**config.mk**
```make
export PLATFORM = sky130hd
export DESIGN_NAME = mull_writeback
export DESIGN_NICKNAME = d
export VERILOG_FILES = /design/src/rtl/mull_pkg.sv /design/src/rtl/mull_flag_gen.sv /design/src/rtl/mull_writeback.sv
export SDC_FILE = /design/constraint.sdc
export NUM_CORES = 1
export LEC_CHECK = 0
export CELL_PAD_IN_SITES_DETAIL_PLACEMENT = 1
export CELL_PAD_IN_SITES_GLOBAL_PLACEMENT = 2
export CORE_ASPECT_RATIO = 0.7
export CORE_UTILIZATION = 30
export DETAILED_ROUTE_END_ITERATION = 6
export GPL_TIMING_DRIVEN = 0
export PLACE_DENSITY = 0.95
export SYNTH_ARGS = -nofsm -noshare
export SYNTH_HDL_FRONTEND = slang
export SYNTH_SLANG_ARGS = --single-unit
```
**constraint.sdc**
```tcl
create_clock -name clk -period 2.3 [get_ports clk]
set_input_delay 0.46 -clock clk [delete_from_list [all_inputs] [get_ports clk]]
set_output_delay 0.46 -clock clk [all_outputs]
set_load 0.005 [all_outputs]
```
**src/rtl/mull_pkg.sv**
```systemverilog
// Shared definitions for the multiply-long writeback stage.
// Holds the writeback FSM state encoding, the ALU op-code constants and a
// helper that classifies an op code as a two-write (long) multiply.
package mull_pkg;

    localparam logic [2:0] OP_MUL   = 3'b100;
    localparam logic [2:0] OP_SMULL = 3'b110;
    localparam logic [2:0] OP_UMULL = 3'b111;

    typedef enum logic [1:0] {
        StIdle = 2'd0,
        StWrLo = 2'd1,
        StWrHi = 2'd2
    } state_e;

    // Long ops produce a 64-bit product and need two register-file writes.
    function automatic logic is_long_op(input logic [2:0] op);
        return (op == OP_SMULL) || (op == OP_UMULL);
    endfunction

endpackage

```
**src/rtl/mull_flag_gen.sv**
```systemverilog
// N/Z flag generator for multiply results (used only when MULL_FLAGS_EN is defined).
// Ports:
//   value_i   [2*DATA_W-1:0]  {high half, low half} of the result
//   is_long_i                 1 = judge the full 64-bit product, 0 = low half only
//   n_o, z_o                  negative / zero flags
module mull_flag_gen #(
    parameter int unsigned DATA_W = 32
) (
    input  logic [2*DATA_W-1:0] value_i,
    input  logic                is_long_i,
    output logic                n_o,
    output logic                z_o
);

    always_comb begin
        if (is_long_i) begin
            n_o = value_i[2*DATA_W-1];
            z_o = (value_i == '0);
        end else begin
            n_o = value_i[DATA_W-1];
            z_o = (value_i[DATA_W-1:0] == '0);
        end
    end

endmodule

```
**src/rtl/mull_writeback.sv**
```systemverilog
// Writeback stage for MUL / SMULL / UMULL results through a single register-file
// write port. Single-write ops take one write cycle; long ops take two (low half to
// RdLo, then high half to RdHi). A new bundle can be accepted in the final write
// cycle of the current op, so there is no bubble between ops.
// Optional feature: define MULL_FLAGS_EN to derive N/Z from the result itself
// instead of taking them from ALUFlags.
// Ports:
//   clk, reset (async, active low)
//   in_valid / in_ready         bundle handshake; Stall = in_valid & ~in_ready
//   ALUControl, Result, ResultExtra, ALUFlags, SetFlags, RdLo, RdHi   bundle
//   RegWrite, WA3, WD3          register-file write port (registered)
//   Flags                       registered NZCV
module mull_writeback
    import mull_pkg::*;
#(
    parameter int unsigned DATA_W = 32,
    parameter int unsigned ADDR_W = 4
) (
    input  logic              clk,
    input  logic              reset,
    input  logic              in_valid,
    output logic              in_ready,
    input  logic [2:0]        ALUControl,
    input  logic [DATA_W-1:0] Result,
    input  logic [DATA_W-1:0] ResultExtra,
    input  logic [3:0]        ALUFlags,
    input  logic              SetFlags,
    input  logic [ADDR_W-1:0] RdLo,
    input  logic [ADDR_W-1:0] RdHi,
    output logic              RegWrite,
    output logic [ADDR_W-1:0] WA3,
    output logic [DATA_W-1:0] WD3,
    output logic [3:0]        Flags,
    output logic              Stall
);

    state_e            state_q, state_d;
    logic              long_q, long_d;
    logic              set_flags_q, set_flags_d;
    logic [1:0]        alu_nz_q, alu_nz_d;
    logic [ADDR_W-1:0] hi_addr_q, hi_addr_d;
    logic [DATA_W-1:0] lo_data_q, lo_data_d;
    logic [DATA_W-1:0] hi_data_q, hi_data_d;
    logic              reg_write_q, reg_write_d;
    logic [ADDR_W-1:0] wa3_q, wa3_d;
    logic [DATA_W-1:0] wd3_q, wd3_d;
    logic [3:0]        flags_q, flags_d;

    logic              accept;
    logic              final_cycle;
    logic [1:0]        nz_src;
    logic              unused_inputs;

`ifdef MULL_FLAGS_EN
    logic gen_n, gen_z;

    mull_flag_gen #(
        .DATA_W(DATA_W)
    ) u_flag_gen (
        .value_i  ({hi_data_q, lo_data_q}),
        .is_long_i(long_q),
        .n_o      (gen_n),
        .z_o      (gen_z)
    );

    assign nz_src        = {gen_n, gen_z};
    assign unused_inputs = ^{ALUFlags[1:0], alu_nz_q};
`else
    assign nz_src        = alu_nz_q;
    assign unused_inputs = ^ALUFlags[1:0];
`endif

    // Ready in IDLE and in the last write cycle of the op in flight.
    assign final_cycle = ((state_q == StWrLo) && !long_q) || (state_q == StWrHi);
    assign in_ready    = (state_q == StIdle) || final_cycle;
    assign accept      = in_valid && in_ready;
    assign Stall       = in_valid && !in_ready;

    assign RegWrite = reg_write_q;
    assign WA3      = wa3_q;
    assign WD3      = wd3_q;
    assign Flags    = flags_q;

    always_comb begin
        state_d     = state_q;
        long_d      = long_q;
        set_flags_d = set_flags_q;
        alu_nz_d    = alu_nz_q;
        hi_addr_d   = hi_addr_q;
        lo_data_d   = lo_data_q;
        hi_data_d   = hi_data_q;
        reg_write_d = 1'b0;
        wa3_d       = '0;
        wd3_d       = '0;
        flags_d     = flags_q;

        // Second write of a long op is set up while the first is on the port.
        if ((state_q == StWrLo) && long_q) begin
            state_d     = StWrHi;
            reg_write_d = 1'b1;
            wa3_d       = hi_addr_q;
            wd3_d       = hi_data_q;
        end else if (final_cycle) begin
            state_d = StIdle;
        end

        // C and V are never touched here.
        if (final_cycle && set_flags_q) begin
            flags_d = {nz_src, flags_q[1:0]};
        end

        if (accept) begin
            state_d     = StWrLo;
            long_d      = is_long_op(ALUControl);
            set_flags_d = SetFlags;
            alu_nz_d    = ALUFlags[3:2];
            hi_addr_d   = RdHi;
            lo_data_d   = Result;
            hi_data_d   = ResultExtra;
            reg_write_d = 1'b1;
            wa3_d       = RdLo;
            wd3_d       = Result;
        end
    end

    always_ff @(posedge clk or negedge reset) begin
        if (!reset) begin
            state_q     <= StIdle;
            long_q      <= 1'b0;
            set_flags_q <= 1'b0;
            alu_nz_q    <= 2'b00;
            hi_addr_q   <= '0;
            lo_data_q   <= '0;
            hi_data_q   <= '0;
            reg_write_q <= 1'b0;
            wa3_q       <= '0;
            wd3_q       <= '0;
            flags_q     <= 4'b0000;
        end else begin
            state_q     <= state_d;
            long_q      <= long_d;
            set_flags_q <= set_flags_d;
            alu_nz_q    <= alu_nz_d;
            hi_addr_q   <= hi_addr_d;
            lo_data_q   <= lo_data_d;
            hi_data_q   <= hi_data_d;
            reg_write_q <= reg_write_d;
            wa3_q       <= wa3_d;
            wd3_q       <= wd3_d;
            flags_q     <= flags_d;
        end
    end

endmodule

```
==> impl_metrics.py, run 1 <==
metrics = {
    "setup_path": {
        "required_ns": 1.84,
        "worst-path-buf-inv": 4,
        "endpoint_kind": "primary output",
        "ff2ff_setup_slack_ns": 0.66,
        "cp.arrival_ns": 1.66,
        "path_cells": "dlygate4sd2_1 -> clkbuf_8 -> inv_1 -> nor2_1 -> clkdlybuf4s50_1",
        "crit_path_max_incr_delay_ns": 0.50,
        "critical_path_class": "in -> out",
        "slowest_stage": "clkdlybuf4s50_1",
        "cp_max_fo": 10,
        "cp_top_family": "buffers and inverters",
        "start_kind": "input pin",
    },
    "timing": {
        "period_needed_ns": 2.124,
        "rsz0062_at_grt": "false",
        "setup_ws_ns": 0.1763,
        "skew_ns": 0.009253,
        "setup_viol": 0,
        "fmax_mhz": 470.9,
        "hold_viol_final": 0,
        "maxSlewViolCount": 0,
        "fin_crit_sh": 0.9234,
        "worst_pin_slew_ns": 0.5506,
        "slew_headroom": 0.6329,
    },
    "yosys": {
        "ys_top_cells_by_area": "dfrtp_1 (59%), mux2_2 (9.4%), a2bb2oi_1 (9.1%), o22ai_1 (6.9%), mux2_4 (4.3%)",
        "yosysSeqAreaShare": 0.5859,
        "synth_seq_cells": 81,
        "syn-cell-area_um2": 3460,
        "postSynthCellCount": 280,
        "ys_types": 24,
        "yosys.area.top_type": "dfrtp_1",
        "syn_avg_cell_area_um2": 12.36,
        "synth_top_area_frac": 0.5859,
        "ys.warnings.count": 0,
    },
    "grt": {
        "grt_pass1_wl_um": 15960,
        "grt_pass1_vias": 3072,
        "overflow": 0,
        "antenna_found_initial": 0,
        "grt_max_degree": 43,
        "grt_use_total": 0.1812,
    },
    "place": {
        "gp_congestion": 0.7071,
        "hpwl_um": 7327,
        "dp_slack_ns": -0.4197,
        "io_buffer_count": 120,
    },
    "clocking": {
        "htreeDepth": 3,
        "cts_tree": "done",
        "cts-root-buf": "clkbuf_16",
        "cts.sinks": 81,
        "clk_pin_slew_ns": 0.06,
        "clk_path_buf_depth": 2,
        "numCtsBuffers": 9,
        "clk_latency_ns": 0.33,
        "postCtsHoldBufs": 0,
    },
    "pwr": {
        "p_comb_frac": 0.328,
        "cellLeakagePower_nw": 2.215,
        "internal-power_mw": 3.719,
        "p_switching_mw": 1.465,
        "swShare": 0.2826,
        "p_per_area_nw_per_um2": 1002,
        "power_mw": 5.184,
        "power_frac_clock": 0.272,
        "ir_drop_mv": 0.3677,
        "p_seq_frac": 0.399,
    },
    "route": {
        "avgRoutedWirePerCell_um": 17.81,
        "final_antenna_net_count": 0,
        "vias": 2769,
        "via_per_inst": 4.849,
        "drc": 0,
        "drt_iter0_drc": 111,
        "first_pass_iters": 4,
        "wl_um": 10170,
    },
    "die": {
        "die_height_um": 91.85,
        "core_region_area_um2": 11130,
        "die_w_um": 130.4,
        "die_area_um2": 11970,
        "initial_utilization": 0.3108,
        "ios": 126,
        "rows": 32,
    },
    "finish": {
        "nets": 496,
        "diodes": 0,
        "drive_gt1_frac": 0.1651,
        "area_growth_pct": 49.51,
    },
    "job": {
        "cap_viol_max_count": 0,
    },
    "outcome": {
        "run_status": "finished, final reports clean",
    },
    "worst_hold_path": {
        "hp-class": "in -> async",
    },
}
## stage by stage
| step | instance area [um2] | TNS, ns | hold slack, ns | util | cells |
|---|---|---|---|---|---|
| 3_5_place_dp | 4873 | -0.4197 | 0.4842 | 0.4378 | 555 |
| 2_1_floorplan | 3463 | 0 | 0.1644 | - | 281 |
| 3_3_place_gp | 4856 | -165.15 | 0.4828 | 0.4363 | 554 |
| 6_report | 5172 | 0 | 0.1195 | 0.4647 | 571 |
| 5_1_grt | 5172 | 0 | 0.1489 | 0.4647 | 571 |
| 4_1_cts | 5172 | 0 | 0.1297 | 0.4647 | 571 |
## cell type report
| type | instances | area, um2 |
|---|---|---|
| sequential | 81 | 2027 |
| clock inverter | 3 | 40.04 |
| multi-input combinational | 171 | 1295 |
| clock buffer | 13 | 250.2 |
| timing repair buffer | 121 | 1217 |
| buffer | 26 | 140.1 |
| tap | 153 | 191.4 |
| inverter | 3 | 11.26 |
| fill | 1214 | 5958 |
## cell usage after synthesis (all sizes together)
master	number
buf	15
inv	3
mux2	39
nand2b	3
a211oi	2
nand4	1
and2	1
mux2i	2
o21ai	2
o21a	2
conb	1
nor2b	1
clkbuf	11
o22ai	38
a2bb2oi	36
nand2	39
nor2	3
dfrtp	81
## worst paths after layout
kind	start	end	depth (start not counted)
worst max-delay path	in_valid	Stall	5
worst min-delay path	reset	WD3[14]	1
worst max register to register	state_q[0]	WD3[21]	3
worst min register to register	alu_nz_q[1]	alu_nz_q[1]	1
max in group asynchronous	reset	WD3[30]	2
min in group clk	alu_nz_q[1]	alu_nz_q[1]	1
## power groups by stage
stage	Clock [mW]	Sequential (mW)	Combinational (mW)
detailed placement	0	2.09	1.72
global route	1.51	2.12	1.85
finish	1.41	2.07	1.70
global placement	0	2.06	1.66
floorplan	0	2.05	0.876
CTS	1.45	2.07	1.73
## sequential cells by signal (all words and copies together), names as in the netlist, 2 cells and up
signal / count
alu_nz_q: 2
hi_addr_q: 4
hi_data_q: 32
WA3: 4
Flags: 2
WD3: 32
state_q: 2
## worst register-to-register path: stages (launching register included)
cell and delay (ns):
dfrtp_1 0.41, clkbuf_1 0.44, clkbuf_1 0.46, o22ai_1 0.19
## cells in the final DEF (no fill, tap or decap), types with 8 or more instances in the layout
cell type and n:
nand2_1 38, dfrtp_1 81, mux2_2 29, buf_2 8, o22ai_1 38, clkbuf_1 13
clkbuf_16 9, mux2_4 10, clkdlybuf4s50_1 118, a2bb2oi_1 36
## logic make-up (layout without fill, tap and decap cells)
logic type / after synthesis / count (layout) / synth area share
AO/OA/AOI/OAI: 80 / 80 / 0.1714
buffers and inverters: 29 / 166 / 0.04087
flip-flops: 81 / 81 / 0.5859
multiplexers: 41 / 41 / 0.1436
other: 1 / 2 / 0.001084
AND/OR/NAND/NOR: 48 / 48 / 0.05715
## routing by layer
layer  share of wire  routed length [um]  GRT usage  vias to the layer above
li1                -                   -          -                     1283
met1            0.46                4707     0.2315                     1391
met2            0.48                4864     0.3054                       84
met3           0.052                 525    0.04842                       11
met4          0.0071                  72    0.04023                        0
met5               0                   0          0                        -
## timing repair
action	4_1_cts	5_1_grt
resized for setup	4	0
setup buffers	0	0
endpoints found under the setup margin	1	0
Power figures use the tool's default switching activity.
==> run 2, diff against run 1 <==
--- a/config.mk
+++ b/config.mk
@@ -12,6 +12,7 @@
 export DETAILED_ROUTE_END_ITERATION = 6
 export GPL_TIMING_DRIVEN = 0
 export PLACE_DENSITY = 0.95
+export REMOVE_ABC_BUFFERS = 1
 export SYNTH_ARGS = -nofsm -noshare
 export SYNTH_HDL_FRONTEND = slang
 export SYNTH_SLANG_ARGS = --single-unit
==> run 2 against run 1 <==
  * Critical path depth unchanged
  * Clock power about the same
  * Largest cell class unchanged
  * Core utilization about the same
  * Wire length increased by 8.5%
  * Maximum frequency decreased by 4.6%
  * Combinational power increased by 5%
  * Setup slack got worse by 0.10 ns
  * Hold slack improved by 0.0091 ns
  * Final cell count decreased by 3.3%
==> impl_metrics.py, run 2 (synthesis gave the netlist of run 1 again) <==
metrics = {
    "outcome": {
        "run_status": "finished, final reports clean",
    },
    "place": {
        "dp_slack_ns": -0.4786,
        "gp_congestion": 0.7036,
        "io_buffer_count": 120,
        "hpwl_um": 6618,
    },
    "die": {
        "core_region_area_um2": 11130,
        "die_height_um": 91.85,
        "rows": 32,
        "die_area_um2": 11970,
        "ios": 126,
        "die_w_um": 130.4,
        "initial_utilization": 0.3108,
    },
    "pwr": {
        "internal-power_mw": 3.750,
        "p_seq_frac": 0.399,
        "p_comb_frac": 0.335,
        "ir_drop_mv": 0.4062,
        "p_switching_mw": 1.561,
        "power_frac_clock": 0.266,
        "cellLeakagePower_nw": 2.191,
        "p_per_area_nw_per_um2": 1026,
        "swShare": 0.2939,
    },
    "timing": {
        "worst_pin_slew_ns": 0.8845,
        "whs_ns": 0.1285,
        "maxSlewViolCount": 0,
        "fmax_mhz": 449.0,
        "setup_ws_ns": 0.07291,
        "rsz0062_at_grt": "false",
        "slew_headroom": 0.4103,
        "period_needed_ns": 2.227,
        "fin_crit_sh": 0.9683,
        "setup_viol": 0,
        "skew_ns": 0.003919,
        "hold_viol_final": 0,
        "final.setup.tns_ns": 0,
    },
    "job": {
        "cap_viol_max_count": 0,
    },
    "finish": {
        "nets": 477,
        "final_common_cell": "clkdlybuf4s50_1",
        "area_growth_pct": 49.66,
        "final_util": 0.4652,
        "drive_gt1_frac": 0.1779,
        "fill_cells": 1187,
        "diodes": 0,
        "final_cell_mix": "clkdlybuf4s50_1 (117), dfrtp_1 (78), nand2_1 (38), o22ai_1 (38), a2bb2oi_1 (36)",
        "multi_input_area_um2": 1301,
        "seq_area_um2": 2038,
    },
    "clocking": {
        "cts_tree": "done",
        "cts.sinks": 81,
        "clk_pin_slew_ns": 0.06,
        "numCtsBuffers": 9,
        "htreeDepth": 3,
        "clk_latency_ns": 0.33,
        "postCtsHoldBufs": 0,
        "cts-root-buf": "clkbuf_16",
        "clk_path_buf_depth": 2,
    },
    "grt": {
        "grt_max_degree": 43,
        "grt_pass1_vias": 3164,
        "antenna_found_initial": 0,
        "grt_use_total": 0.1960,
        "grt_pass1_wl_um": 17330,
        "overflow": 0,
    },
    "setup_path": {
        "required_ns": 1.84,
        "startpoint": "long_q",
        "critical_path_class": "reg -> out",
        "reg2reg_from": "long_q",
        "path_cells": "buf_16 -> o21a_1 -> inv_2 -> nor2_1 -> clkdlybuf4s50_1",
        "reg2reg_depth": 4,
        "cp.arrival_ns": 1.77,
        "endpoint_kind": "primary output",
        "start_kind": "register",
        "cp_max_fo": 20,
        "crit_path_max_incr_delay_ns": 0.50,
        "slowest_stage": "dfrtp_4",
    },
    "route": {
        "wl_um": 11030,
        "drt_iter0_drc": 83,
        "via_per_inst": 5.029,
        "vias": 2776,
        "drc": 0,
        "avgRoutedWirePerCell_um": 19.98,
        "first_pass_iters": 4,
        "final_antenna_net_count": 0,
    },
    "worst_hold_path": {
        "hp-class": "in -> async",
    },
}
## run 2: repair_timing
action / in CTS / in global routing
buffers inserted: 6 / 0
endpoints found under the setup margin: 44 / 1
resized for setup: 6 / 1
## run 2: routing by layer
metal  global-route usage  part of all wire
met1               0.2397              0.43
met2               0.3400              0.50
met3              0.06009             0.063
met4              0.03736            0.0050
met5                    0                 0
## run 2: area by class of cell
| class | count | area share |
|---|---|---|
| sequential | 81 | 0.3937 |
| timing repair buffer | 128 | 0.2586 |
| multi-input combinational | 171 | 0.2513 |
| clock buffer | 9 | 0.04350 |
| tap | 153 | 0.03697 |
| clock inverter | 7 | 0.01377 |
| inverter | 3 | 0.002175 |
## run 2: worst max-delay path: cells and delay by family (launching register included)
kind	cells	cell delay, ns
simple gates	1	0.05
buf+inv	3	0.70
flops	1	0.50
compound gates	1	0.19
## run 2: worst paths after layout
path	to	slack, ns
worst max-delay path	Stall	0.07
worst min-delay path	WD3[27]	0.13
worst max register to register	WD3[3]	0.38
worst min register to register	alu_nz_q[1]	0.51
max in group asynchronous	hi_data_q[18]	1.55
min in group clk	alu_nz_q[1]	0.51
## run 2: power groups by stage
| stage | Combinational, mW | Clock [mW] | Sequential, mW |
|---|---|---|---|
| finish | 1.78 | 1.41 | 2.12 |
| global route | 1.91 | 1.53 | 2.17 |
| CTS | 1.81 | 1.46 | 2.12 |
| detailed placement | 1.54 | 0 | 2.24 |
| global placement | 1.44 | 0 | 2.23 |
| floorplan | 0.710 | 0 | 2.14 |
## run 2: per-stage QoR
step	cells	power (mW)	area (um2)
after floorplan	255	2.854	3333
after global routing	552	5.613	5177
final	552	5.311	5177
after CTS	552	5.386	5175
after detailed placement	530	3.784	4770
after global placement	528	3.667	4726
==> run 3, diff against run 2 <==
--- a/config.mk
+++ b/config.mk
@@ -7,7 +7,7 @@
 export LEC_CHECK = 0
 export CELL_PAD_IN_SITES_DETAIL_PLACEMENT = 1
 export CELL_PAD_IN_SITES_GLOBAL_PLACEMENT = 2
-export CORE_ASPECT_RATIO = 0.7
+export CORE_ASPECT_RATIO = 1.1
 export CORE_UTILIZATION = 30
 export DETAILED_ROUTE_END_ITERATION = 6
 export GPL_TIMING_DRIVEN = 0
@@ -16,3 +16,4 @@
 export SYNTH_ARGS = -nofsm -noshare
 export SYNTH_HDL_FRONTEND = slang
 export SYNTH_SLANG_ARGS = --single-unit
+export TNS_END_PERCENT = 5
==> run 3 against run 2 <==
  * Flip-flop and latch count did not move
  * Largest power group unchanged
  * Final area is 1.2% higher
  * Critical path depth is 1 lower
  * Highest routed layer unchanged
  * Critical path type is now in -> out
  * Die area barely moved
  * Via count up 0.29%
  * Global-route usage fell by 0.90 points
  * Core utilization increased by 0.87 points
  * Wire length is 2.4% lower
  * Register-to-register slack worse by 0.17 ns
==> impl_metrics.py, run 3 (synthesis gave the netlist of run 1 again) <==
metrics = {
    "clocking": {
        "clk_pin_slew_ns": 0.06,
        "htreeDepth": 3,
        "cts-root-buf": "clkbuf_16",
        "postCtsHoldBufs": 0,
        "cts.sinks": 81,
        "clk_path_buf_depth": 2,
        "cts_tree": "done",
        "numCtsBuffers": 9,
        "clk_latency_ns": 0.33,
    },
    "pwr": {
        "p_comb_frac": 0.345,
        "internal-power_mw": 3.917,
        "power_frac_clock": 0.277,
        "p_per_area_nw_per_um2": 1040,
        "swShare": 0.2815,
        "cellLeakagePower_nw": 2.240,
        "p_switching_mw": 1.535,
        "ir_drop_mv": 0.4803,
        "power_mw": 5.452,
        "p_seq_frac": 0.378,
    },
    "place": {
        "hpwl_um": 5954,
        "dpl_cell_area_um2": 4743,
        "gp_congestion": 0.7249,
        "io_buffer_count": 120,
    },
    "setup_path": {
        "r2r-end": "hi_data_q[31]",
        "start_kind": "input pin",
        "reg2reg_depth": 4,
        "critical_path_class": "in -> out",
        "endpoint_kind": "primary output",
        "ff2ff_setup_slack_ns": 0.21,
        "cp.arrival_ns": 1.74,
        "required_ns": 1.84,
        "reg2reg_from": "state_q[1]",
        "cp_max_fo": 40,
    },
    "route": {
        "avgRoutedWirePerCell_um": 19.50,
        "drt_iter0_drc": 73,
        "final_antenna_net_count": 0,
        "vias": 2784,
        "via_per_inst": 5.043,
        "first_pass_iters": 4,
        "wl_um": 10770,
        "drc": 0,
    },
    "grt": {
        "overflow": 0,
        "grt_use_total": 0.1870,
        "grt_pass1_vias": 3102,
        "antenna_found_initial": 0,
        "grt_max_degree": 47,
        "grt_pass1_wl_um": 16990,
    },
    "finish": {
        "drive_gt1_frac": 0.1877,
        "final_common_cell": "clkdlybuf4s50_1",
        "fill_cells": 1179,
        "final_util": 0.4739,
        "diodes": 0,
        "final_cell_mix": "clkdlybuf4s50_1 (118), dfrtp_1 (78), nand2_1 (38), o22ai_1 (38), a2bb2oi_1 (36)",
        "area_growth_pct": 51.50,
        "nets": 483,
        "multi_input_area_um2": 1296,
        "stdcell_area_um2": 5241,
        "seq_area_um2": 2038,
    },
    "outcome": {
        "run_status": "finished, final reports clean",
    },
    "timing": {
        "slew_headroom": 0.2389,
        "rsz0062_at_grt": "false",
        "period_needed_ns": 2.196,
        "setup_viol": 0,
        "fin_crit_sh": 0.9549,
        "skew_ns": 0.007710,
        "fmax_mhz": 455.3,
        "whs_ns": 0.09257,
        "hold_viol_final": 0,
        "worst_pin_slew_ns": 1.138,
        "maxSlewViolCount": 0,
    },
    "die": {
        "die_w_um": 104.4,
        "core_region_area_um2": 11060,
        "ios": 126,
        "die_area_um2": 11970,
        "rows": 40,
        "die_height_um": 114.6,
        "initial_utilization": 0.3128,
    },
    "job": {
        "cap_viol_max_count": 0,
    },
    "worst_hold_path": {
        "hp-class": "in -> async",
    },
}
==> run 3: routing by layer <==
layer,global-route usage,vias to the layer above,wire length [um],part of all wire
met2,0.3223,86,5446,0.51
met3,0.04212,12,433,0.040
met5,0,-,0,0
met4,0.06190,0,199,0.018
li1,-,1262,-,-
met1,0.2318,1424,4687,0.44
==> run 3: area by class of cell <==
| type | instances | area share |
|---|---|---|
| Sequential cell | 81 | 0.3889 |
| Timing Repair Buffer | 134 | 0.2657 |
| Multi-Input combinational cell | 171 | 0.2473 |
| Clock buffer | 14 | 0.05419 |
| Tap cell | 147 | 0.03509 |
| Clock inverter | 2 | 0.006684 |
| Inverter | 3 | 0.002148 |
==> run 3: worst max path at each step <==
| stage | cells after the start | slack (ns) | start | to |
|---|---|---|---|---|
| 2_1_floorplan | 4 | 0.03 | state_q[1] | alu_nz_q[1] |
| 3_3_place_gp | 1 | -2.21 | reset | hi_data_q[3] |
| 3_5_place_dp | 3 | -0.45 | in_valid | hi_data_q[31] |
| 4_1_cts | 4 | 0.03 | state_q[1] | Stall |
| 5_1_grt | 4 | 0.03 | in_valid | Stall |
| 6_report | 4 | 0.10 | in_valid | Stall |
==> run 3: worst max-delay path, cell delays in order <==
cell	delay, ns
buf_4	0.40
inv_1	0.15
nor2_1	0.18
clkdlybuf4s50_1	0.54
==> run 3: what timing repair did <==
| action | 4_1_cts | 5_1_grt |
|---|---|---|
| endpoints found under the setup margin | 41 | 40 |
| setup buffers | 6 | 7 |
| pin swaps | 0 | 0 |
| gates resized for setup | 4 | 0 |
| gates cloned | 0 | 0 |
==> run 3: power groups by stage <==
stage               sequential, mW  combinational [mW]  clock, mW
finish                        2.06                1.88       1.51
global route                  2.12                2.02       1.61
CTS                           2.13                1.78       1.54
detailed placement            2.26                1.47          0
global placement              2.24                1.43          0
floorplan                     2.14               0.710          0
==> run 3: per-stage QoR <==
step | TNS (ns) | worst slack [ns] | instances
2_1_floorplan | 0 | 0.02756 | 255
3_3_place_gp | -279.76 | -2.214 | 522
3_5_place_dp | -17.27 | -0.4533 | 523
4_1_cts | 0 | 0.03453 | 545
5_1_grt | 0 | 0.02620 | 552
6_report | 0 | 0.1037 | 552
